[src/rtl/axi_rd_mem_model_pkg.sv]
// ---------------------------------------------------------------------------
// axi_sim_pkg
// Shared types for the AXI read-channel memory model: burst encodings,
// response codes, the queued read-request record and the read-engine state.
// REQ_ADDR_W must equal the DEPTH_LOG2 parameter of axi_rd_mem_model, since
// a queued request keeps only the in-range word address.
// ---------------------------------------------------------------------------
package axi_sim_pkg;

  localparam int unsigned REQ_ADDR_W = 10;
  localparam int unsigned LEN_W      = 8;

  typedef enum logic [1:0] {
    BURST_FIXED = 2'b00,
    BURST_INCR  = 2'b01,
    BURST_WRAP  = 2'b10,
    BURST_RSVD  = 2'b11
  } burst_e;

  localparam logic [1:0] RESP_OKAY   = 2'b00;
  localparam logic [1:0] RESP_SLVERR = 2'b10;

  typedef struct packed {
    logic [REQ_ADDR_W-1:0] addr;
    logic [LEN_W-1:0]      len;
    burst_e                burst;
    logic                  err;
  } rd_req_t;

  typedef enum logic {
    ST_IDLE  = 1'b0,
    ST_BURST = 1'b1
  } rd_state_e;

  // WRAP is only meaningful for 2, 4, 8 or 16 beat bursts.
  function automatic logic wrap_len_ok(input logic [LEN_W-1:0] len);
    logic ok;
    case (len)
      8'd1, 8'd3, 8'd7, 8'd15: ok = 1'b1;
      default:                 ok = 1'b0;
    endcase
    return ok;
  endfunction

endpackage

[src/rtl/axi_rd_mem_model_req_fifo.sv]
// ---------------------------------------------------------------------------
// axi_sim_req_fifo
// Show-ahead synchronous FIFO of rd_req_t. A push is allowed while full if
// a pop happens in the same cycle.
//   clk, rst     : clock, synchronous active-high reset (empties the FIFO)
//   wr_en/wr_data: push request
//   rd_en/rd_data: pop request / current head
//   full, empty  : occupancy flags
// ---------------------------------------------------------------------------
module axi_sim_req_fifo
  import axi_sim_pkg::*;
#(
  parameter int unsigned DEPTH = 4
) (
  input  logic    clk,
  input  logic    rst,
  input  logic    wr_en,
  input  rd_req_t wr_data,
  input  logic    rd_en,
  output rd_req_t rd_data,
  output logic    full,
  output logic    empty
);

  localparam int unsigned PTR_W = (DEPTH > 1) ? $clog2(DEPTH) : 1;

  rd_req_t          mem_r [DEPTH];
  logic [PTR_W-1:0] wr_ptr_r;
  logic [PTR_W-1:0] rd_ptr_r;
  logic [PTR_W:0]   count_r;
  logic             push_s;
  logic             pop_s;

  assign full    = (count_r == (PTR_W+1)'(DEPTH));
  assign empty   = (count_r == (PTR_W+1)'(0));
  assign pop_s   = rd_en && !empty;
  assign push_s  = wr_en && (!full || pop_s);
  assign rd_data = mem_r[rd_ptr_r];

  // Pointer and occupancy bookkeeping.
  always_ff @(posedge clk) begin
    if (rst) begin
      wr_ptr_r <= '0;
      rd_ptr_r <= '0;
      count_r  <= '0;
    end else begin
      if (push_s) begin
        wr_ptr_r <= wr_ptr_r + PTR_W'(1);
      end
      if (pop_s) begin
        rd_ptr_r <= rd_ptr_r + PTR_W'(1);
      end
      case ({push_s, pop_s})
        2'b10:   count_r <= count_r + (PTR_W+1)'(1);
        2'b01:   count_r <= count_r - (PTR_W+1)'(1);
        default: count_r <= count_r;
      endcase
    end
  end

  // Entry storage, written on accepted pushes only.
  always_ff @(posedge clk) begin
    if (push_s) begin
      mem_r[wr_ptr_r] <= wr_data;
    end
  end

endmodule

[config.mk]
export PLATFORM = sky130hd
export DESIGN_NAME = axi_sim_req_fifo
export DESIGN_NICKNAME = d
export VERILOG_FILES = /design/src/rtl/axi_rd_mem_model_pkg.sv /design/src/rtl/axi_rd_mem_model_req_fifo.sv
export SDC_FILE = /design/constraint.sdc
export NUM_CORES = 1
export LEC_CHECK = 0
export CAP_MARGIN = 5
export CORE_ASPECT_RATIO = 1.2
export CORE_MARGIN = 2
export CORE_UTILIZATION = 30
export CTS_CLUSTER_DIAMETER = 30
export DETAILED_ROUTE_END_ITERATION = 7
export GPL_TIMING_DRIVEN = 0
export MAX_ROUTING_LAYER = met4
export PLACE_DENSITY = 0.61
export SETUP_SLACK_MARGIN = 0.5
export SYNTH_ARGS = -nofsm -noshare
export SYNTH_HDL_FRONTEND = slang
export SYNTH_SLANG_ARGS = --single-unit
[constraint.sdc]
create_clock -name clk -period 2.1 [get_ports clk]
set_clock_uncertainty 0.2 [all_clocks]
set_input_delay 0.42 -clock clk [delete_from_list [all_inputs] [get_ports clk]]
set_output_delay 0.42 -clock clk [all_outputs]
set_load 0.01 [all_outputs]
==> flow_summary.json, run 1 <==
{
  "yosys_most_used_dff": "edfxtp_1",
  "power.leakage_nw": 1.73,
  "fill_cells": 1004,
  "met2WireLength_um": 4120,
  "start_kind": "flip-flop",
  "synth_edf_count": 84,
  "crit_fanout": 5,
  "gp_congestion": 0.677,
  "cp_slowest_stage_delay_ps": 500,
  "dr.first_iter.drc_count": 84,
  "cts_max_path_buffers": 2,
  "p_comb_share_pct": 22.3,
  "start_util_pct": 30.7,
  "yosysWarnings": 0,
  "antenna_found_initial": 0,
  "final_util_pct": 43.4,
  "numPortBuffers": 45,
  "fmax_ghz": 0.442,
  "synth.distinct_cells": 30,
  "syn_area_sq_um": 3550,
  "place_area_sq_um": 4240,
  "grt_pass1_vias": 1960,
  "cts_buffers": 9,
  "hold_violations": 0,
  "pwr_density_cell_nw_per_um2": 1020,
  "synth_fp_nets": 198,
  "drc": 0,
  "async_reset_ff_share_pct": 0,
  "fin_crit_ps": 2260,
  "ys_ff_latch": 93,
  "synth_top_area_share_pct": 71.0,
  "grt_max_degree": 18,
  "drive_gt1_share_pct": 46.9,
  "violations": "negative setup slack",
  "seq_area_frac_synth_pct": 76.0,
  "clk_latency_ps": 340,
  "drt-met1-wl_um": 3110,
  "avgSynthCellArea_sq_um": 21.2,
  "fin_ws_ps": -163,
  "dpl.hpwl_um": 3880,
  "internal_power_mw": 3.89,
  "endpoint_kind": "output port",
  "die_area_sq_um": 12700,
  "pwr-share-clk_pct": 34.4,
  "routed_wl_um": 7740,
  "fin_crit_sh_pct": 108,
  "synth_top_area_cell": "edfxtp_1",
  "layout.nets": 285,
  "p_total_mw": 5.14,
  "tns_ps": -2370,
  "design_area_sq_um": 5020,
  "antennaDiodeCount": 0,
  "routed.top_layer": "met4",
  "final_cell_mix": "edfxtp_1 (84), buf_6 (23), mux4_2 (21), clkdlybuf4s50_1 (21), and2_4 (16)",
  "switching_power_mw": 1.25,
  "area_growth_pct": 41.1,
  "cts_root_buffer": "clkbuf_16",
  "drtAntennaViolNets": 0,
  "path_clk_slew_ps": 70,
  "ir_drop_v": 0.000522,
  "die_h_um": 123,
  "h-tree-depth": 3,
  "pwr-share-seq_pct": 43.3,
  "required_ps": 1480,
  "rsz0062_at_grt": "true",
  "rows": 43,
  "fp.coreArea_sq_um": 11600,
  "path_class": "flip-flop to output port",
  "switching_share_pct": 24.3,
  "synth_area_leaders": "edfxtp_1 (71%), mux4_2 (13%), dfxtp_1 (5.1%), ha_1 (1.4%), nor2_1 (0.74%)",
  "critPathSlowestCell": "mux4_2",
  "routedWlPerCell_um": 18.5,
  "ioPinCount": 48,
  "synth_cells": 168,
  "final_common_cell": "edfxtp_1",
  "grt_overflow": 0,
  "max_cap_viol_count": 0,
  "vias": 1937,
  "setup_viol": 21,
  "crit_chain": "buf_12 -> buf_16 -> mux4_2 -> buf_6",
  "max_slew_margin_pct": 69.8,
  "ff_latch_area_sq_um": 2720,
  "cts_tree": "yes",
  "critPathArrivalTime_ps": 1640,
  "drt-pass1-iter-count": 4,
  "status": "finished, violations left",
  "multiInputGateArea_sq_um": 1010,
  "die_width_um": 103,
  "viasPerCell": 4.65,
  "grt_pass1_wl_um": 11100,
  "tightest_slew_ps": 452,
  "route.met3.wl_um": 338,
  "track_usage_pct": 12.7,
  "hold_path_class": "primary input to flip-flop",
  "maxSlewViolCount": 0,
  "cts_sinks": 93
}
routing by layer:
metal | global-route usage (%) | vias up
met5 | - | -
met4 | 5.67 | 0
met3 | 3.62 | 13
met2 | 20.9 | 49
met1 | 14.4 | 1010
li1 | - | 865
final cells by class:
class / count / share of cell area (%)
flip-flops and latches: 93 / 54.1
repair buffers: 63 / 13.3
well taps: 157 / 3.92
plain buffers: 7 / 1.50
clock buffers: 9 / 4.49
clock inverters: 7 / 2.19
inverters: 6 / 0.449
multi-input cells: 75 / 20.0
sequential cells by signal, indices dropped and copies added, names as in the netlist, named ones only:
signal,count
rd_ptr_r,2
mem_r,84
count_r,3
wr_ptr_r,2
power groups by stage:
stage               Combinational, mW  Clock (mW)  Sequential, mW
finish                           1.15        1.77            2.22
global route                     1.22        1.89            2.23
CTS                              1.08        1.81            2.22
detailed placement              0.852           0            2.25
global placement                0.842           0            2.24
floorplan                       0.487           0            2.23
critical path: cells and delay by family, from the launching register on:
kind,cells,cell delay (ps)
buf+inv,3,390
flops,1,420
mux,1,500
timing repair:
action	in CTS	in global routing
gates resized for setup	143	15
gates cloned	12	3
setup endpoints to repair	113	111
setup buffers	12	4
pin swaps	13	8
hold buffers	0	0
Yosys cell counts (2+ instances only):
| master | instances |
|---|---|
| and2_1 | 4 |
| buf_2 | 3 |
| clkbuf_1 | 2 |
| dfxtp_1 | 9 |
| edfxtp_1 | 84 |
| ha_1 | 4 |
| inv_1 | 6 |
| mux4_2 | 21 |
| nand2b_1 | 3 |
| nand3_1 | 2 |
| nor2_1 | 7 |
| nor3_1 | 2 |
| xnor2_1 | 2 |
| xor2_1 | 3 |
stage by stage:
stage          worst slack (ps)  hold slack (ps)  std cells
6_report                   -163              272        417
3_3_place_gp               -675              309        370
2_1_floorplan              76.3              285        168
4_1_cts                    -187              259        410
3_5_place_dp               -732              323        370
5_1_grt                    -213              306        417
logic make-up after synthesis:
kind of cell    share of synthesized area [%]
flops                                    76.0
buf+inv                                  1.69
fa+ha+maj                                1.97
mux                                      13.9
simple gates                             3.70
compound gates                           1.48
xor+xnor                                 1.23
worst paths after layout:
| path | start | to | slack [ps] | cells after the start |
|---|---|---|---|---|
| setup / recovery | flip-flop | rd_data[13] | -160 | 4 |
| hold / removal | rst | wr_ptr_r[0] | 270 | 2 |
| setup reg to reg | count_r[0] | count_r[1] | 110 | 7 |
| hold reg to reg | rd_ptr_r[1] | flip-flop | 340 | 2 |
No activity file was read; power rests on OpenSTA's default activity.
==> run 2, diff against run 1 <==
- PLACE_DENSITY: 0.61 -> 0.59
- clock period: 2.1 -> 2.5 ns (I/O delays scaled with it)
==> flow_summary.json, run 2 (synthesized netlist as in run 1, its figures left out) <==
{
  "status": "completed",
  "hold_ws_ps": 332,
  "fin_ws_ps": 110,
  "rows": 43,
  "routedWlPerCell_um": 16.0,
  "top_regs": "mem_r (84), count_r (3)",
  "drt-pass1-iter-count": 4,
  "maxSlewViolCount": 0,
  "endpoint_kind": "output port",
  "path_class": "flip-flop to output port",
  "start_kind": "flip-flop",
  "setup_viol": 0,
  "path_clk_slew_ps": 60,
  "hold_violations": 0,
  "stdcell_count": 400,
  "fmax_ghz": 0.418,
  "ioPinCount": 48,
  "place_area_sq_um": 4210,
  "fin_crit_ps": 2390,
  "fp.coreArea_sq_um": 11600,
  "h-tree-depth": 3,
  "dp_cells": 370,
  "gp_congestion": 0.660,
  "final_cell_mix": "edfxtp_1 (84), mux4_2 (21), clkdlybuf4s50_1 (21), buf_6 (18), clkbuf_16 (9)",
  "drc": 0,
  "dr.first_iter.drc_count": 67,
  "final_common_cell": "edfxtp_1",
  "die_h_um": 123,
  "vias": 1771,
  "tightest_slew_ps": 426,
  "tns_ps": 0,
  "final_util_pct": 41.2,
  "grt_pass1_vias": 1863,
  "max_slew_margin_pct": 71.6,
  "ir_drop_v": 0.000389,
  "routed_wl_um": 6400,
  "antenna_found_initial": 1,
  "hp-start": "rd_ptr_r[1]",
  "dpl.hpwl_um": 3730,
  "multiInputGateArea_sq_um": 846,
  "start_util_pct": 30.7,
  "largest_reg_flops": 84,
  "rsz0062_at_grt": "true",
  "layout.nets": 267,
  "max_cap_viol_count": 0,
  "grt_overflow": 0,
  "post-place-ws_ps": -388,
  "cts_hold_buffers": 0,
  "fill_cells": 1058,
  "fin_crit_sh_pct": 95.6,
  "r2r-start": "count_r[1]",
  "drtAntennaViolNets": 0,
  "cts_root_buffer": "clkbuf_16",
  "hold_path_class": "flip-flop to flip-flop",
  "viasPerCell": 4.43,
  "clk_latency_ps": 340,
  "cts_max_path_buffers": 2,
  "track_usage_pct": 11.2,
  "required_ps": 1800,
  "die_area_sq_um": 12700,
  "pwr_density_cell_nw_per_um2": 857,
  "critPathArrivalTime_ps": 1690,
  "largest_register": "mem_r",
  "power.leakage_nw": 1.60,
  "die_width_um": 103,
  "drive_gt1_share_pct": 39.7,
  "p_total_mw": 4.09,
  "area_growth_pct": 34.2,
  "grt_max_degree": 22,
  "grt_pass1_wl_um": 9840,
  "design_area_sq_um": 4770,
  "ff_latch_area_sq_um": 2710,
  "cts_buffers": 9,
  "cts_tree": "yes",
  "crit_fanout": 5,
  "numPortBuffers": 45,
  "cts_sinks": 93
}
run 2: worst max-delay path, cell delays in order (launching register included):
cell	delay, ps
dfxtp_4	390
buf_12	120
buf_12	100
buf_16	110
mux4_2	500
buf_6	140
run 2: path summary, 6_finish.rpt:
kind / to / slack (ps) / depth (start not counted)
max: rd_data[20] / 110 / 5
min: flip-flop / 330 / 2
max reg2reg: count_r[2] / 490 / 6
min reg2reg: flip-flop / 330 / 2
run 2: cell type report:
type	instances	area share, %
diodes	1	0.0525
plain buffers	7	1.52
clock buffers	9	4.72
clock inverters	7	1.55
inverters	6	0.472
multi-input cells	62	17.7
flip-flops and latches	93	56.8
well taps	157	4.12
repair buffers	58	13.0
run 2: where the power goes:
part	switching, mW	internal, mW	total [mW]
Clock	0.564	0.777	1.34
Sequential	0.0449	1.81	1.86
Combinational	0.359	0.532	0.890
Total	0.967	3.12	4.09
run 2: per-layer routing:
metal	vias up	GRT usage, %	part of all wire [%]
met5	-	-	0
met4	0	4.69	2.0
met3	10	3.62	6.0
met2	46	17.2	51
met1	900	13.6	41
li1	815	-	-
run 2: what timing repair did:
action | 4_1_cts | 5_1_grt
gates cloned | 2 | 0
buffers inserted | 9 | 2
gates resized for setup | 122 | 17
pin swaps | 2 | 4
setup endpoints to repair | 109 | 108
